**config.mk**
```make
export PLATFORM = sky130hd
export DESIGN_NAME = axi_rd_arbiter
export DESIGN_NICKNAME = d
export VERILOG_FILES = /design/src/rtl/axi_rd_pkg.sv /design/src/rtl/rr_arb2.sv /design/src/rtl/axi_rd_arbiter.sv
export SDC_FILE = /design/constraint.sdc
export NUM_CORES = 1
export LEC_CHECK = 0
export ABC_AREA = 1
export BUFFER_PORTS_ARGS = -buffer_cell sky130_fd_sc_hd__buf_2
export CORE_ASPECT_RATIO = 2
export CORE_UTILIZATION = 40
export DETAILED_ROUTE_END_ITERATION = 6
export PLACE_DENSITY = 0.67
export SYNTH_ARGS = -nofsm -noshare
export SYNTH_HDL_FRONTEND = slang
export SYNTH_SLANG_ARGS = --single-unit
```
**constraint.sdc**
```tcl
create_clock -name ACLK -period 7.25 [get_ports ACLK]
set_clock_uncertainty 0.2 [all_clocks]
set_input_delay 0.725 -clock ACLK [delete_from_list [all_inputs] [get_ports ACLK]]
set_output_delay 0.725 -clock ACLK [all_outputs]
set_load 0.005 [all_outputs]
```
**src/rtl/axi_rd_pkg.sv**
```systemverilog
// ============================================================================
// axi_rd_pkg : shared types and constants for the AXI read-channel arbiter
// Revision   : 1.0
// ============================================================================
`default_nettype none

package axi_rd_pkg;

    typedef enum logic [1:0] {
        ST_IDLE = 2'd0,
        ST_ADDR = 2'd1,
        ST_DATA = 2'd2,
        ST_RESP = 2'd3
    } state_t;

    localparam logic       REQ_IF          = 1'b0;
    localparam logic       REQ_LS          = 1'b1;
    localparam logic [1:0] RRESP_OKAY      = 2'b00;
    localparam logic [2:0] IF_PROT_DEFAULT = 3'b110;
    localparam logic [2:0] LS_PROT_DEFAULT = 3'b010;

endpackage

`default_nettype wire

```
**src/rtl/rr_arb2.sv**
```systemverilog
// ============================================================================
// rr_arb2  : two-input round-robin picker (combinational only)
// Revision : 1.0
// ============================================================================
`default_nettype none

module rr_arb2
    import axi_rd_pkg::*;
(
    input  logic [1:0] req,
    input  logic       last_grant,
    output logic       gnt_valid,
    output logic       gnt_id
);

    always_comb begin
        gnt_valid = |req;
        gnt_id    = REQ_IF;
        // On a tie the requester that did not win last time gets the port.
        if (req == 2'b11) begin
            gnt_id = ~last_grant;
        end else if (req[REQ_LS]) begin
            gnt_id = REQ_LS;
        end
    end

endmodule

`default_nettype wire

```
**src/rtl/axi_rd_arbiter.sv**
```systemverilog
// ============================================================================
// axi_rd_arbiter : shares one AXI read port between IF and LS, one transaction
//                  per grant, returning the last beat and an accumulated error.
// Revision       : 1.0
// ============================================================================
`default_nettype none

module axi_rd_arbiter
    import axi_rd_pkg::*;
#(
    parameter int         ADDR_W  = 32,
    parameter int         DATA_W  = 64,
    parameter logic [2:0] IF_PROT = IF_PROT_DEFAULT,
    parameter logic [2:0] LS_PROT = LS_PROT_DEFAULT
) (
    input  logic              ACLK,
    input  logic              ARESET,
    input  logic              if_req,
    input  logic [ADDR_W-1:0] if_addr,
    output logic              if_valid,
    output logic [DATA_W-1:0] if_rdata,
    output logic              if_err,
    input  logic              ls_req,
    input  logic [ADDR_W-1:0] ls_addr,
    output logic              ls_valid,
    output logic [DATA_W-1:0] ls_rdata,
    output logic              ls_err,
    output logic              ARVALID,
    output logic [ADDR_W-1:0] ARADDR,
    output logic [2:0]        ARPROT,
    input  logic              ARREADY,
    input  logic              RVALID,
    output logic              RREADY,
    input  logic              RLAST,
    input  logic [DATA_W-1:0] RDATA,
    input  logic [1:0]        RRESP
);

    state_t state;
    state_t state_nxt;
    logic   owner;
    logic   last_grant;
    logic   err_acc;
    logic   gnt_valid;
    logic   gnt_id;
    logic   beat_err;

    rr_arb2 u_rr_arb2 (
        .req        ({ls_req, if_req}),
        .last_grant (last_grant),
        .gnt_valid  (gnt_valid),
        .gnt_id     (gnt_id)
    );

    assign beat_err = (RRESP != RRESP_OKAY);

    always_ff @(posedge ACLK or posedge ARESET) begin
        if (ARESET) begin
            state <= ST_IDLE;
        end else begin
            state <= state_nxt;
        end
    end

    always_comb begin
        state_nxt = state;
        case (state)
            ST_IDLE: if (gnt_valid)        state_nxt = ST_ADDR;
            ST_ADDR: if (ARREADY)          state_nxt = ST_DATA;
            ST_DATA: if (RVALID && RLAST)  state_nxt = ST_RESP;
            ST_RESP:                       state_nxt = ST_IDLE;
            default:                       state_nxt = ST_IDLE;
        endcase
    end

    always_ff @(posedge ACLK or posedge ARESET) begin
        if (ARESET) begin
            owner      <= REQ_IF;
            last_grant <= REQ_IF;
            err_acc    <= 1'b0;
            ARADDR     <= '0;
            ARPROT     <= 3'b000;
            if_rdata   <= '0;
            if_err     <= 1'b0;
            ls_rdata   <= '0;
            ls_err     <= 1'b0;
        end else begin
            case (state)
                ST_IDLE: begin
                    if (gnt_valid) begin
                        owner      <= gnt_id;
                        last_grant <= gnt_id;
                        err_acc    <= 1'b0;
                        ARADDR     <= (gnt_id == REQ_LS) ? ls_addr : if_addr;
                        ARPROT     <= (gnt_id == REQ_LS) ? LS_PROT : IF_PROT;
                    end
                end
                ST_DATA: begin
                    if (RVALID) begin
                        if (RLAST) begin
                            if (owner == REQ_LS) begin
                                ls_rdata <= RDATA;
                                ls_err   <= err_acc | beat_err;
                            end else begin
                                if_rdata <= RDATA;
                                if_err   <= err_acc | beat_err;
                            end
                        end else begin
                            // Earlier beats only contribute their error status.
                            err_acc <= err_acc | beat_err;
                        end
                    end
                end
                default: ;
            endcase
        end
    end

    assign ARVALID  = (state == ST_ADDR);
    assign RREADY   = (state == ST_DATA);
    assign if_valid = (state == ST_RESP) && (owner == REQ_IF);
    assign ls_valid = (state == ST_RESP) && (owner == REQ_LS);

endmodule

`default_nettype wire

```
# Yosys cells after proc, flatten, opt, wreduce, memory -nomap -nowiden
# Cells that the tools add are included.
dict set report word_totals {
  memories 0
  mem_bits_ro 0
  latchBits 0
  ff_bits 169
  mem_bits_rw 0
}
dict set report classes {
  add_sub_neg 0
  n_mux 12
  n_div 0
  reduce_logical 12
  n_eq_ne 9
  bitwise 2
  shifts 0
  order_cmp 0
  multipliers 0
}
# op n
set op_table {}
lappend op_table {{$mux 32} 1}
lappend op_table {{$reduce_and 4->1} 3}
lappend op_table {{$pmux 2 s4} 1}
lappend op_table {{$eq 2x2->1 const B} 3}
lappend op_table {{$mux 2} 3}
lappend op_table {{$ne 2x2->1 const B} 3}
lappend op_table {{$mux 1} 5}
lappend op_table {{$ne 2x1->1 const B} 2}
lappend op_table {{$reduce_bool 2->1} 2}
lappend op_table {{$logic_and 1x1->1} 3}
lappend op_table {{$mux 3} 1}
lappend op_table {{$reduce_and 3->1} 1}
lappend op_table {{$eq 2x1->1 const B} 1}
lappend op_table {{$logic_not 2->1} 1}
lappend op_table {{$pmux 1 s2} 1}
lappend op_table {{$reduce_and 2->1} 1}
lappend op_table {{$reduce_or 2->1} 1}
lappend op_table {{$not 1->1} 1}
lappend op_table {{$or 1x1->1} 1}

# Logic depth before layout (Yosys ltp)
# Gate-level depths: netlist of run 1.
dict set report logic_depth {
  ltp_word 5
  ltp_mapped 9
  mapped_depth_nobuf 8
}

# Modules after synthesis
# From an unflattened synthesis of run 1, not the netlist that was laid out.
dict set report hier_totals {
  hier_cells 736
  hier_area_um2 6890.4
}
# mod cells_per_inst seq_area_each_um2 area_each_um2 instances
set modules_own_cells {}
lappend modules_own_cells {axi_rd_arbiter 733 4204.0 6875.3 1}
lappend modules_own_cells {rr_arb2 3 0.0 15.0 1}

# Worst setup path before layout of run 1
# Ideal clock, no wire load.
dict set report synth_path {
  path_kind {input-to-reg}
  startpoint {in ls_req}
  endpoint {reg ARADDR[0]}
  path_buffers 2
  path_stages 6
  t_arrival_ps 1502
  slack_ps 5431
  cell_sequence {buf_2 o21ai_2 inv_2 clkbuf_1 nand2_1 nand2_1}
}
dict set report synth_via {
  elab_chain_len 3
  elab_cells_between_ends 6
  classes_between {1 x eq/ne; 3 x mux; 2 x reduce/logical}
}
# element line
set synth_rtl {}
lappend synth_rtl {{start: declaration} axi_rd_arbiter.sv:23} ;# input logic ls_req,
lappend synth_rtl {{$eq 2x2->1 or $mux 1 (tied branches)} {rr_arb2.sv:20, rr_arb2.sv:22}}
lappend synth_rtl {{$mux 1} rr_arb2.sv:20} ;# if (req == 2'b11) begin
lappend synth_rtl {{$mux 32} axi_rd_arbiter.sv:94} ;# ARADDR <= (gnt_id == REQ_LS) ? ls_addr : if_addr;
lappend synth_rtl {{end signal: assignment} axi_rd_arbiter.sv:94}
lappend synth_rtl {{end: declaration} axi_rd_arbiter.sv:29} ;# output logic [ADDR_W-1:0] ARADDR,
# Parallel ways exist; a longest one is shown, timed or not.
# A chain may end at the register's enable or synchronous reset.

# Worst setup path in the final report of run 1
dict set report layout_path {
  startpoint {reg state[0]}
  endpoint {reg ls_rdata[55]}
}
dict set report layout_via {
  elab_chain_len 2
}
# element line
set layout_rtl {}
lappend layout_rtl {{start: declaration} axi_rd_arbiter.sv:39} ;# state_t state;
lappend layout_rtl {{start signal: assignment} axi_rd_arbiter.sv:61} ;# state <= state_nxt;
lappend layout_rtl {{$eq 2x2->1} axi_rd_arbiter.sv:88} ;# case (state)
lappend layout_rtl {{$reduce_and 4->1 (no line)} -}
lappend layout_rtl {{end signal: assignment} axi_rd_arbiter.sv:85} ;# ls_rdata <= '0;
lappend layout_rtl {{end signal: assignment} axi_rd_arbiter.sv:102} ;# ls_rdata <= RDATA;
lappend layout_rtl {{end: declaration} axi_rd_arbiter.sv:26} ;# output logic [DATA_W-1:0] ls_rdata,
# No other way between the ends.

==> results of run 1 <==
## metal layers
metal | vias to the layer above | GRT usage
met1 | 2824 | 0.2265
met3 | 48 | 0.05422
li1 | 3138 | -
met4 | 2 | 0.1108
met2 | 254 | 0.3832
met5 | - | 0
## registers in the layout (all words and copies together) (netlist names)
name,cells
ARADDR,32
state,2
err_acc,1
ls_err,1
if_err,1
ls_rdata,64
ARPROT,2
last_grant,1
if_rdata,64
## worst max-delay path: cells and delay by family (launching register included)
| kind | cells | cell delay [ns] |
|---|---|---|
| AOI/OAI and AO/OA | 1 | 0.12 |
| adders and majority gates | 1 | 0.19 |
| buffers and inverters | 4 | 1.34 |
| DFF | 1 | 0.42 |
| and+or+nand+nor | 2 | 0.30 |
## synth_stat cells
library cell / count
o21a_1: 1
dfrtp_1: 168
clkbuf_1: 16
nor3_2: 1
conb_1: 1
o21ai_0: 2
buf_2: 20
buf_4: 8
buf_1: 1
nand3_1: 34
nand2_1: 439
or2_2: 1
inv_2: 2
ha_1: 5
o21ai_2: 1
inv_1: 78
a21oi_1: 1
nor2_1: 5
nor3_1: 1
o21ai_1: 65
## power by group
part | internal [mW] | total, mW | switching, mW
logic | 0.589 | 1.32 | 0.732
clock network | 0.570 | 0.926 | 0.356
registers | 1.39 | 1.63 | 0.239
## final cells by class
type | count | area (µm²)
multi-input cells | 557 | 2292
clock buffers | 20 | 436.7
repair buffers | 311 | 1574
diodes | 3 | 7.507
clock inverters | 9 | 152.6
flip-flops and latches | 168 | 4204
inverters | 80 | 305.3
well taps | 210 | 262.8
fillers | 1715 | 7951
## kinds of logic (layout without fill, tap and decap cells)
group / count (synthesis) / in the layout / share of synthesized area
simple gates: 481 / 481 / 0.2651
compound gates: 70 / 70 / 0.05087
fa+ha+maj: 5 / 5 / 0.008925
buf+inv: 125 / 420 / 0.07480
other cells: 1 / 4 / 0.0005350
flops: 168 / 168 / 0.5998
## per-stage QoR
stage	setup WS, ns	power (mW)	hold slack, ns	area (µm²)
after floorplan	1.778	2.290	0.2487	7009
after global placement	4.412	2.948	0.2483	8638
after detailed placement	4.365	2.989	0.2474	8638
after CTS	4.488	3.938	0.2684	9228
after global routing	4.269	4.198	0.2788	9233
final	4.513	3.882	0.2642	9235
## cells in the final DEF, fill, tap and decap left out
master	synthesis	final
inv_6	0	1
clkinv_4	0	2
clkbuf_1	16	3
o21ai_2	1	1
bufinv_16	0	4
nor3_2	1	1
nor2_1	5	5
dfrtp_1	168	168
o21ai_1	65	65
o21ai_0	2	2
ha_1	5	5
diode_2	0	3
inv_1	78	76
a21oi_1	1	1
buf_4	8	7
nand3_1	34	34
inv_2	2	3
clkbuf_16	0	17
conb_1	1	1
or2_2	1	1
o21a_1	1	1
clkinv_2	0	3
nand2_1	439	439
buf_2	20	304
nor3_4	0	1
## path summary, 6_finish.rpt
check	depth (start not counted)	end	slack, ns
setup / recovery	8	ls_rdata[55]$_DFFE_PP0P_	4.51
hold / removal	2	if_rdata[4]$_DFFE_PP0P_	0.26
setup reg to reg	8	ls_rdata[55]$_DFFE_PP0P_	4.51
hold reg to reg	2	if_rdata[4]$_DFFE_PP0P_	0.26
max in group asynchronous	3	if_rdata[53]$_DFFE_PP0P_	5.20
min in group asynchronous	2	ls_rdata[22]$_DFFE_PP0P_	0.29
==> qor.csv, run 1 <==
stage,metric,value,unit
worst_hold_path,hold_start,if_rdata[4]$_DFFE_PP0P_,
timing,slew_headroom,0.2540,
critical_path,cp_slowest_cell,buf_4,
timing,setup_viol,0,
outcome,status,finished clean,
placement,place_congestion,0.8184,
global_routing,grtUsageTotal,0.2152,
timing,final.setup.tns,0,ns
floorplanning,die_x,95.61,µm
detailed_routing,final_antenna_net_count,0,
critical_path,crit_chain,"inv_1, ha_1, inv_1, nor3_4, buf_4, buf_4, nand2_1, o21ai_1",
cts,cts_setup_buffers,0,
floorplanning,num_rows,68,
timing,final-max-slew-violation-count,0,
power_and_ir_drop,leakagePower,5.389,nW
timing,fin_crit_sh,0.3775,
global_routing,grt_max_degree,105,
cells_and_area,fin_util,0.5373,
critical_path,crit_type,flop to flop,
critical_path,endpoint_kind,flop,
detailed_routing,met2_length,9.979,mm
yosys,syn_area,7009,µm²
critical_path,cp_data_arrival_time,2.87,ns
cells_and_area,final_cells,1358,
power_and_ir_drop,ir_drop,0.1733,mV
floorplanning,die_h,189.2,µm
timing,worst_slew_pin_slew,1.116,ns
detailed_routing,wl_per_cell,13.96,µm
detailed_routing,drc_errors,0,
placement,post-dp-hpwl,13.38,mm
yosys,avgSynthCellArea,8.246,µm²
worst_hold_path,hold_path_class,flop to flop,
floorplanning,io_pins,306,
detailed_routing,routed-wl-met3,1.218,mm
yosys,synth-seq-cells,168,
critical_path,slowest_delay,0.71,ns
cts,ctsRootBufferMaster,clkbuf_16,
cts,htreeDepth,4,
floorplanning,core_region_area,17190,µm²
detailed_routing,highest_layer,met5,
cts,clkLatencyLatePin,0.42,ns
yosys,syn-num-nets,992,
cts,post_cts_hold_buffer_count,0,
placement,dp.cells,1326,
yosys,seq_area_frac_synth,0.5998,
yosys,synth_top_area_frac,0.5998,
cells_and_area,fin_nets,1277,
cts,numCtsBuffers,17,
timing,fin_crit,2.737,ns
global_routing,grt_pass1_vias,5865,
critical_path,r2r-start,state[0]$_DFFE_PP0P_,
detailed_routing,wl_met1,6.975,mm
timing,finalHoldViolCount,0,
cells_and_area,syn2layout_area_growth,31.76,%
detailed_routing,drt_iter0_drc,236,
cts,clk_pin_slew_worst_paths,0.06,ns
cts,cts_resized,0,
yosys,synth.area.top_cells,"dfrtp_1 (60%), nand2_1 (24%), o21ai_1 (4.6%)",
detailed_routing,totalWireLength,18.96,mm
yosys,yosysTopAreaCell,dfrtp_1,
detailed_routing,firstDrtPassIters,6,
yosys,syn_inst,850,
critical_path,path_max_fanout,84,
timing,fmax,365.4,MHz
floorplanning,start_util,0.4078,
power_and_ir_drop,powerDensity,420.3,nW/µm²
critical_path,cp-startpoint,state[0]$_DFFE_PP0P_,
global_routing,grt-ovfl-total,0,
cts,cts_tree,built,
critical_path,critPathLaunchType,flop,
global_routing,antenna_found_initial,4,
global_routing,grt_pass1_wl,29.28,mm
flow_run,maxCapViolations,0,
timing,rsz0062_at_grt,false,
yosys,yosys_warnings,0,
cells_and_area,post_route_cells_drive_above_1_share,0.3013,
placement,portBuffers,304,
yosys,ys_types,20,
critical_path,cp.required,7.39,ns
floorplanning,dieArea,18090,µm²
cts,cts_sinks,168,
cts,clk_path_buf_depth,2,
detailed_routing,routed_via_density,4.614,
detailed_routing,vias,6266,
Note: power is estimated with default switching activity, not from simulation.
==> inputs of run 2 (changes only) <==
- ABC_AREA: 1 -> 0
- PLACE_DENSITY: 0.67 -> 0.7
- clock period: 7.25 -> 2.34 ns (I/O delays scaled with it)
==> qor.csv, run 2 <==
stage,metric,value,unit,change
outcome,status,finished clean,,
cells_and_area,final_cells,1117,,-18%
yosys,post-synth-top-count-cell,dfrtp_1,,
yosys,avgSynthCellArea,15.39,µm²,+87%
yosys,synth-compound-area-share,0.03134,,-0.01954
yosys,yosysTopAreaCell,dfrtp_1,,
yosys,synth-seq-cells,168,,unchanged
global_routing,grt_max_degree,73,,-30%
detailed_routing,drc_errors,0,,unchanged
yosys,ys_types,26,,+30%
detailed_routing,vias,5449,,-13%
yosys,syn_area,6987,µm²,-0.32%
cts,htreeDepth,4,,unchanged
yosys,syn_inst,454,,-47%
placement,postPlaceCellArea,8735,µm²,+1.1%
power_and_ir_drop,ir_drop,0.6775,mV,+290%
global_routing,antenna_found_initial,1,,-3
timing,rsz0062_at_grt,false,,
cts,cts_setup_buffers,0,,unchanged
floorplanning,io_pins,306,,unchanged
detailed_routing,highest_layer,met4,,
power_and_ir_drop,leakagePower,5.688,nW,+5.6%
global_routing,grt_pass1_vias,6045,,+3.1%
floorplanning,die_h,188.9,µm,-0.16%
cells_and_area,post_route_cells_drive_above_1_share,0.5260,,+0.2247
critical_path,critPathLaunchType,flop,,
floorplanning,core_region_area,17190,µm²,unchanged
yosys,yosys_warnings,0,,unchanged
critical_path,r2r-start,last_grant$_DFFE_PP0P_,,
floorplanning,die_x,95.45,µm,-0.16%
cells_and_area,fin_nets,1035,,-19%
detailed_routing,wl_per_cell,17.38,µm,+24%
critical_path,path_max_fanout,34,,-60%
global_routing,grt-ovfl-total,0,,unchanged
floorplanning,num_rows,68,,unchanged
flow_run,maxCapViolations,0,,unchanged
yosys,synth-xor-area-share,0,,unchanged
yosys,synth_flop_cell,dfrtp_1,,
power_and_ir_drop,powerDensity,1156,nW/µm²,+180%
cts,clk_pin_slew_worst_paths,0.06,ns,about the same
yosys,ys_top_cells_by_count,"dfrtp_1 (168), mux2_4 (76), mux2_2 (55)",,
worst_hold_path,hold_start,RRESP[1],,
power_and_ir_drop,netSwitchingFraction,0.3030,,-0.03904
timing,fin_crit_sh,0.9343,,+0.5568
timing,fmax,457.4,MHz,+25%
worst_hold_path,hold_path_class,primary input to flop,,
power_and_ir_drop,p_seq_frac,0.407,,-0.014
power_and_ir_drop,clkPwrFrac,0.227,,-0.012
yosys,synth_top_family_by_area,multiplexers,,
yosys,synth-edff-count,0,,unchanged
detailed_routing,met2_length,10.41,mm,+4.3%
detailed_routing,wl_met1,6.816,mm,-2.3%
cts,ctsRootBufferMaster,clkbuf_16,,
critical_path,r2r_cells,5,,-3
cts,clk_path_buf_depth,2,,unchanged
cts,cts_resized,0,,unchanged
yosys,synth.area.top_cells,"dfrtp_1 (60%), mux2_4 (16%), mux2_2 (8.9%)",,
cells_and_area,design_area,10640,µm²,+15%
critical_path,r2r_end,ARADDR[10]$_DFFE_PP0P_,,
yosys,synthAdderAreaFrac,0.008954,,+0.00002877
detailed_routing,routed-wl-met3,1.226,mm,+0.66%
cells_and_area,top_regs,"if_rdata: 64 flops, ls_rdata: 64 flops, ARADDR: 32 flops",,
power_and_ir_drop,finalPower,12.30,mW,+220%
cts,numCtsBuffers,17,,unchanged
cts,cts_sinks,168,,unchanged
timing,finalHoldViolCount,0,,unchanged
placement,post-dp-hpwl,12.11,mm,-9.5%
cells_and_area,mostFrequentLayoutCells,"buf_2 (304), dfrtp_1 (168), dlygate4sd3_1 (132), mux2_4 (76), mux2_2 (55)",,
yosys,seq_area_frac_synth,0.6017,,+0.001933
placement,dp.cells,952,,-28%
power_and_ir_drop,p_switching,3.728,mW,+180%
critical_path,cp_data_arrival_time,2.28,ns,-0.59 ns
critical_path,crit_type,flop to flop,,
detailed_routing,totalWireLength,19.41,mm,+2.4%
worst_hold_path,whs_endpoint,err_acc$_DFFE_PP0P_,,
power_and_ir_drop,p_int,8.574,mW,+240%
cells_and_area,fin_util,0.6192,,+0.08183
floorplanning,dieArea,18030,µm²,-0.32%
global_routing,grtUsageTotal,0.2233,,+0.008143
timing,setup_viol,0,,unchanged
yosys,synth_simple_gate_area_frac,0.02919,,-0.2359
yosys,async_flop_share,1.000,,unchanged
detailed_routing,final_antenna_net_count,0,,unchanged
cells_and_area,final_common_cell,buf_2,,
yosys,synth_top_area_frac,0.6017,,+0.001933
detailed_routing,routed_via_density,4.878,,+5.7%
cells_and_area,fillerInstances,1309,,-24%
worst_hold_path,hold_depth,4,,+2
placement,portBuffers,304,,unchanged
global_routing,grt_pass1_wl,30.35,mm,+3.7%
critical_path,r2r_slack,0.15,ns,-4.36 ns
placement,place_congestion,0.7571,,-7.5%
timing,fin_crit,2.186,ns,-0.5507 ns
cts,clkLatencyLatePin,0.42,ns,about the same
power_and_ir_drop,power_frac_comb,0.366,,+0.026
cts,cts_tree,built,,
floorplanning,start_util,0.4065,,-0.001310
detailed_routing,firstDrtPassIters,6,,unchanged
timing,slew_headroom,0.5521,,+0.2980
critical_path,endpoint_kind,flop,,
timing,final-max-slew-violation-count,0,,unchanged
critical_path,cp.required,2.44,ns,-4.95 ns
cells_and_area,syn2layout_area_growth,52.31,%,
yosys,synth_mux_area_frac,0.2978,,+0.2978
timing,worst_slew_pin_slew,0.6694,ns,-0.4469 ns
yosys,syn-num-nets,596,,-40%
detailed_routing,drt_iter0_drc,112,,-53%
## run 2: cell count changes in the layout (fill, tap and decap cells not counted), sizes merged, moves of 4 or more
cell and delta:
nand2 -403, dlygate4sd3 +132, mux2 +131, inv -75, nand3 -34, mux2i +32
o21ai -32, clkinv -5, clkinvlp +5, nor2 -4
## run 2: layout make-up
| cell class | count | area, µm² | share of cell area |
|---|---|---|---|
| clock inverters | 9 | 116.4 | 0.01093 |
| flip-flops and latches | 168 | 4204 | 0.3951 |
| diodes | 2 | 5.005 | 0.0004703 |
| inverters | 3 | 15.01 | 0.001411 |
| clock buffers | 22 | 464.2 | 0.04362 |
| multi-input cells | 257 | 2581 | 0.2426 |
| repair buffers | 446 | 2993 | 0.2812 |
| well taps | 210 | 262.8 | 0.02469 |
## run 2: what timing repair did
action                                  4_1_cts  5_1_grt
hold endpoints to repair                    331        0
hold buffers                                132        0
endpoints found under the setup margin        0        0
## run 2: per-layer routing
metal	global-route usage	vias up
met3	0.05984	67
met1	0.2317	2679
met5	0	-
li1	-	2458
met4	0.1315	0
met2	0.3909	245
## run 2: worst max-delay path by stage
stage | start | endpoint | slack [ns] | cells past startpoint
final | last_grant$_DFFE_PP0P_ | ARADDR[10]$_DFFE_PP0P_ | 0.15 | 5
after global routing | last_grant$_DFFE_PP0P_ | ARADDR[19]$_DFFE_PP0P_ | 0.03 | 5
after CTS | last_grant$_DFFE_PP0P_ | ARADDR[18]$_DFFE_PP0P_ | 0.23 | 5
after detailed placement | state[0]$_DFFE_PP0P_ | if_rdata[16]$_DFFE_PP0P_ | 0.37 | 5
after global placement | state[0]$_DFFE_PP0P_ | if_rdata[11]$_DFFE_PP0P_ | 0.42 | 5
after floorplan | ARESET | ARADDR[0]$_DFFE_PP0P_ | -0.23 | 1
## run 2: logic make-up after synthesis
group                      count (synthesis)
AOI/OAI and AO/OA                         41
adders and majority gates                  5
buffers and inverters                     29
DFF                                      168
muxes                                    163
other                                      1
and+or+nand+nor                           47
## run 2: through the flow
step	setup slack (ns)	hold slack [ns]	setup TNS, ns
6_report	0.1538	0.04173	0
5_1_grt	0.02620	0.06325	0
4_1_cts	0.2331	0.02696	0
3_5_place_dp	0.3676	0.2325	0
3_3_place_gp	0.4245	0.2024	0
2_1_floorplan	-0.2347	0.1825	-39.44
## run 2: power groups by stage
stage	registers (mW)	clock network (mW)	logic [mW]
2_1_floorplan	5.07	0	2.16
4_1_cts	4.97	2.87	4.47
3_3_place_gp	4.96	0	4.13
3_5_place_dp	5.00	0	4.24
5_1_grt	5.16	2.99	4.89
6_report	5.00	2.79	4.51
## run 2: worst max-delay path: stages (launching register included)
cell,delay [ns]
dfrtp_1,0.44
a21bo_2,0.19
buf_12,0.24
mux2i_1,0.29
dlygate4sd3_1,0.61
o21ai_0,0.09
==> inputs of run 3 (changes only) <==
- CTS_BUF_LIST: not set -> sky130_fd_sc_hd__clkbuf_4 sky130_fd_sc_hd__clkbuf_8
==> qor.csv, run 3 (synthesis gave the netlist of run 2 again) <==
stage,metric,value,unit,change
outcome,status,finished clean,,
cells_and_area,mostFrequentLayoutCells,"buf_2 (304), dfrtp_1 (168), dlygate4sd3_1 (134), mux2_4 (76), mux2_2 (55)",,
critical_path,crit_type,flop to flop,,
timing,setup_ws,0.1426,ns,-0.01112 ns
worst_hold_path,hold_path_class,primary input to flop,,
power_and_ir_drop,leakagePower,5.618,nW,-1.2%
floorplanning,die_h,188.9,µm,unchanged
cells_and_area,regArea,4204,µm²,unchanged
timing,fmax,455.1,MHz,-0.51%
placement,dp.cells,952,,unchanged
flow_run,maxCapViolations,0,,unchanged
floorplanning,io_pins,306,,unchanged
timing,slew_headroom,0.5531,,+0.0009870
cts,cts_setup_buffers,0,,unchanged
power_and_ir_drop,p_switching,3.640,mW,-2.4%
timing,final-max-slew-violation-count,0,,unchanged
cells_and_area,final_cells,1119,,+0.18%
detailed_routing,final_antenna_net_count,0,,unchanged
cts,clk_pin_slew_worst_paths,0.09,ns,+0.03 ns
timing,fin_crit,2.197,ns,+0.01112 ns
cts,post_cts_hold_buffer_count,134,,+1.5%
detailed_routing,vias,5445,,-0.073%
global_routing,grt_max_degree,73,,unchanged
cells_and_area,fin_nets,1037,,+0.19%
power_and_ir_drop,power_frac_comb,0.389,,+0.023
critical_path,path_max_fanout,34,,unchanged
timing,finalHoldViolCount,0,,unchanged
detailed_routing,routed_via_density,4.866,,-0.25%
placement,place_ws,0.3676,ns,unchanged
power_and_ir_drop,ir_drop,0.6814,mV,+0.58%
cells_and_area,syn2layout_area_growth,50.02,%,
placement,post-dp-hpwl,12.11,mm,unchanged
floorplanning,num_rows,68,,unchanged
critical_path,critPathLaunchType,flop,,
timing,timing.hold.ws,0.06590,ns,+0.02417 ns
cells_and_area,multi_input_area,2581,µm²,unchanged
cts,cts_resized,0,,unchanged
critical_path,endpoint_kind,flop,,
detailed_routing,wl_per_cell,17.44,µm,+0.34%
cts,ctsRootBufferMaster,clkbuf_8,,
timing,rsz0062_at_grt,false,,
global_routing,grt-ovfl-total,0,,unchanged
timing,setup_viol,0,,unchanged
floorplanning,dieArea,18030,µm²,unchanged
detailed_routing,drc_errors,0,,unchanged
global_routing,antenna_found_initial,1,,unchanged
cells_and_area,top_regs,"if_rdata: 64 flops, ls_rdata: 64 flops, ARADDR: 32 flops",,
power_and_ir_drop,p_seq_frac,0.429,,+0.022
detailed_routing,highest_layer,met4,,
global_routing,grt_pass1_vias,6059,,+0.23%
cts,cts_tree,built,,
cts,clk_path_buf_depth,2,,unchanged
detailed_routing,met2_length,10.45,mm,+0.36%
placement,portBuffers,304,,unchanged
cts,htreeDepth,4,,unchanged
floorplanning,start_util,0.4065,,unchanged
cts,cts_sinks,168,,unchanged
floorplanning,die_x,95.45,µm,unchanged
global_routing,grtUsageTotal,0.2232,,about the same
floorplanning,core_region_area,17190,µm²,unchanged
cts,numCtsBuffers,17,,unchanged
timing,worst_slew_pin_slew,0.6679,ns,-0.001475 ns
cells_and_area,fillerInstances,1333,,+1.8%
cts,clkLatencyLatePin,0.44,ns,+0.02 ns
power_and_ir_drop,netSwitchingFraction,0.3130,,+0.009970
power_and_ir_drop,clkPwrFrac,0.182,,-0.045
cells_and_area,final_common_cell,buf_2,,
cells_and_area,post_route_cells_drive_above_1_share,0.5281,,+0.002148
detailed_routing,routed-wl-met3,1.205,mm,-1.7%
power_and_ir_drop,powerDensity,1110,nW/µm²,-4.0%
power_and_ir_drop,p_int,7.990,mW,-6.8%
timing,fin_crit_sh,0.9390,,+0.004750
detailed_routing,totalWireLength,19.51,mm,+0.52%
global_routing,grt_pass1_wl,30.37,mm,about the same
detailed_routing,wl_met1,6.902,mm,+1.3%
detailed_routing,drt_iter0_drc,134,,+20%
critical_path,cp_data_arrival_time,2.32,ns,+0.04 ns
critical_path,cp.required,2.46,ns,+0.02 ns
detailed_routing,firstDrtPassIters,4,,-2
placement,place_congestion,0.7571,,unchanged
==> run 3: changes by cell type in the layout (fill, tap and decap cells not counted) <==
cell	previous run	this run
clkbuf_8	2	19
clkbuf_4	0	3
dlygate4sd3_1	132	134
clkbuf_1	3	0
clkbuf_16	17	0
==> run 3: area by class of cell <==
cell class,count,area share
Antenna cell,2,0.0004775
Clock buffer,22,0.02710
Clock inverter,9,0.01110
Inverter,3,0.001432
Multi-Input combinational cell,257,0.2463
Sequential cell,168,0.4011
Tap cell,210,0.02507
Timing Repair Buffer,448,0.2875
==> run 3: metal layers <==
layer / vias up / global-route usage
met5: - / 0
met4: 0 / 0.1343
met3: 64 / 0.05422
met2: 241 / 0.3929
met1: 2687 / 0.2319
li1: 2453 / -
==> run 3: metrics by stage <==
| step | instance area (µm²) | utilization | power (mW) | setup TNS, ns |
|---|---|---|---|---|
| after global routing | 10480 | 0.6097 | 12.36 | 0 |
| final | 10480 | 0.6099 | 11.63 | 0 |
| after floorplan | 6990 | - | 7.233 | -39.44 |
| after CTS | 10480 | 0.6096 | 11.64 | 0 |
| after detailed placement | 8735 | 0.5082 | 9.239 | 0 |
| after global placement | 8735 | 0.5082 | 9.095 | 0 |
==> run 3: worst max-delay path: stages, from the launching register on <==
cell and delay, ns:
dfrtp_1 0.45, a21bo_2 0.19, buf_12 0.24, mux2i_1 0.28, dlygate4sd3_1 0.62, o21ai_0 0.10
==> run 3: power groups by stage <==
stage	clock network [mW]	registers, mW	logic, mW
3_3_place_gp	0	4.96	4.13
3_5_place_dp	0	5.00	4.24
6_report	2.12	4.99	4.52
5_1_grt	2.30	5.16	4.91
4_1_cts	2.19	4.96	4.49
2_1_floorplan	0	5.07	2.16
==> run 3: final timing paths <==
path                       slack [ns]  cells after the start                    from                        to
setup reg to reg                 0.14                      5  last_grant$_DFFE_PP0P_    ARADDR[10]$_DFFE_PP0P_
hold reg to reg                  0.27                      1   ARPROT[1]$_DFFE_PP0P_     ARPROT[1]$_DFFE_PP0P_
max in group asynchronous        1.30                      4                  ARESET  if_rdata[22]$_DFFE_PP0P_
setup / recovery                 0.14                      5  last_grant$_DFFE_PP0P_    ARADDR[10]$_DFFE_PP0P_
min in group asynchronous        0.31                      4                  ARESET  if_rdata[59]$_DFFE_PP0P_
hold / removal                   0.07                      4                  RVALID      state[0]$_DFFE_PP0P_
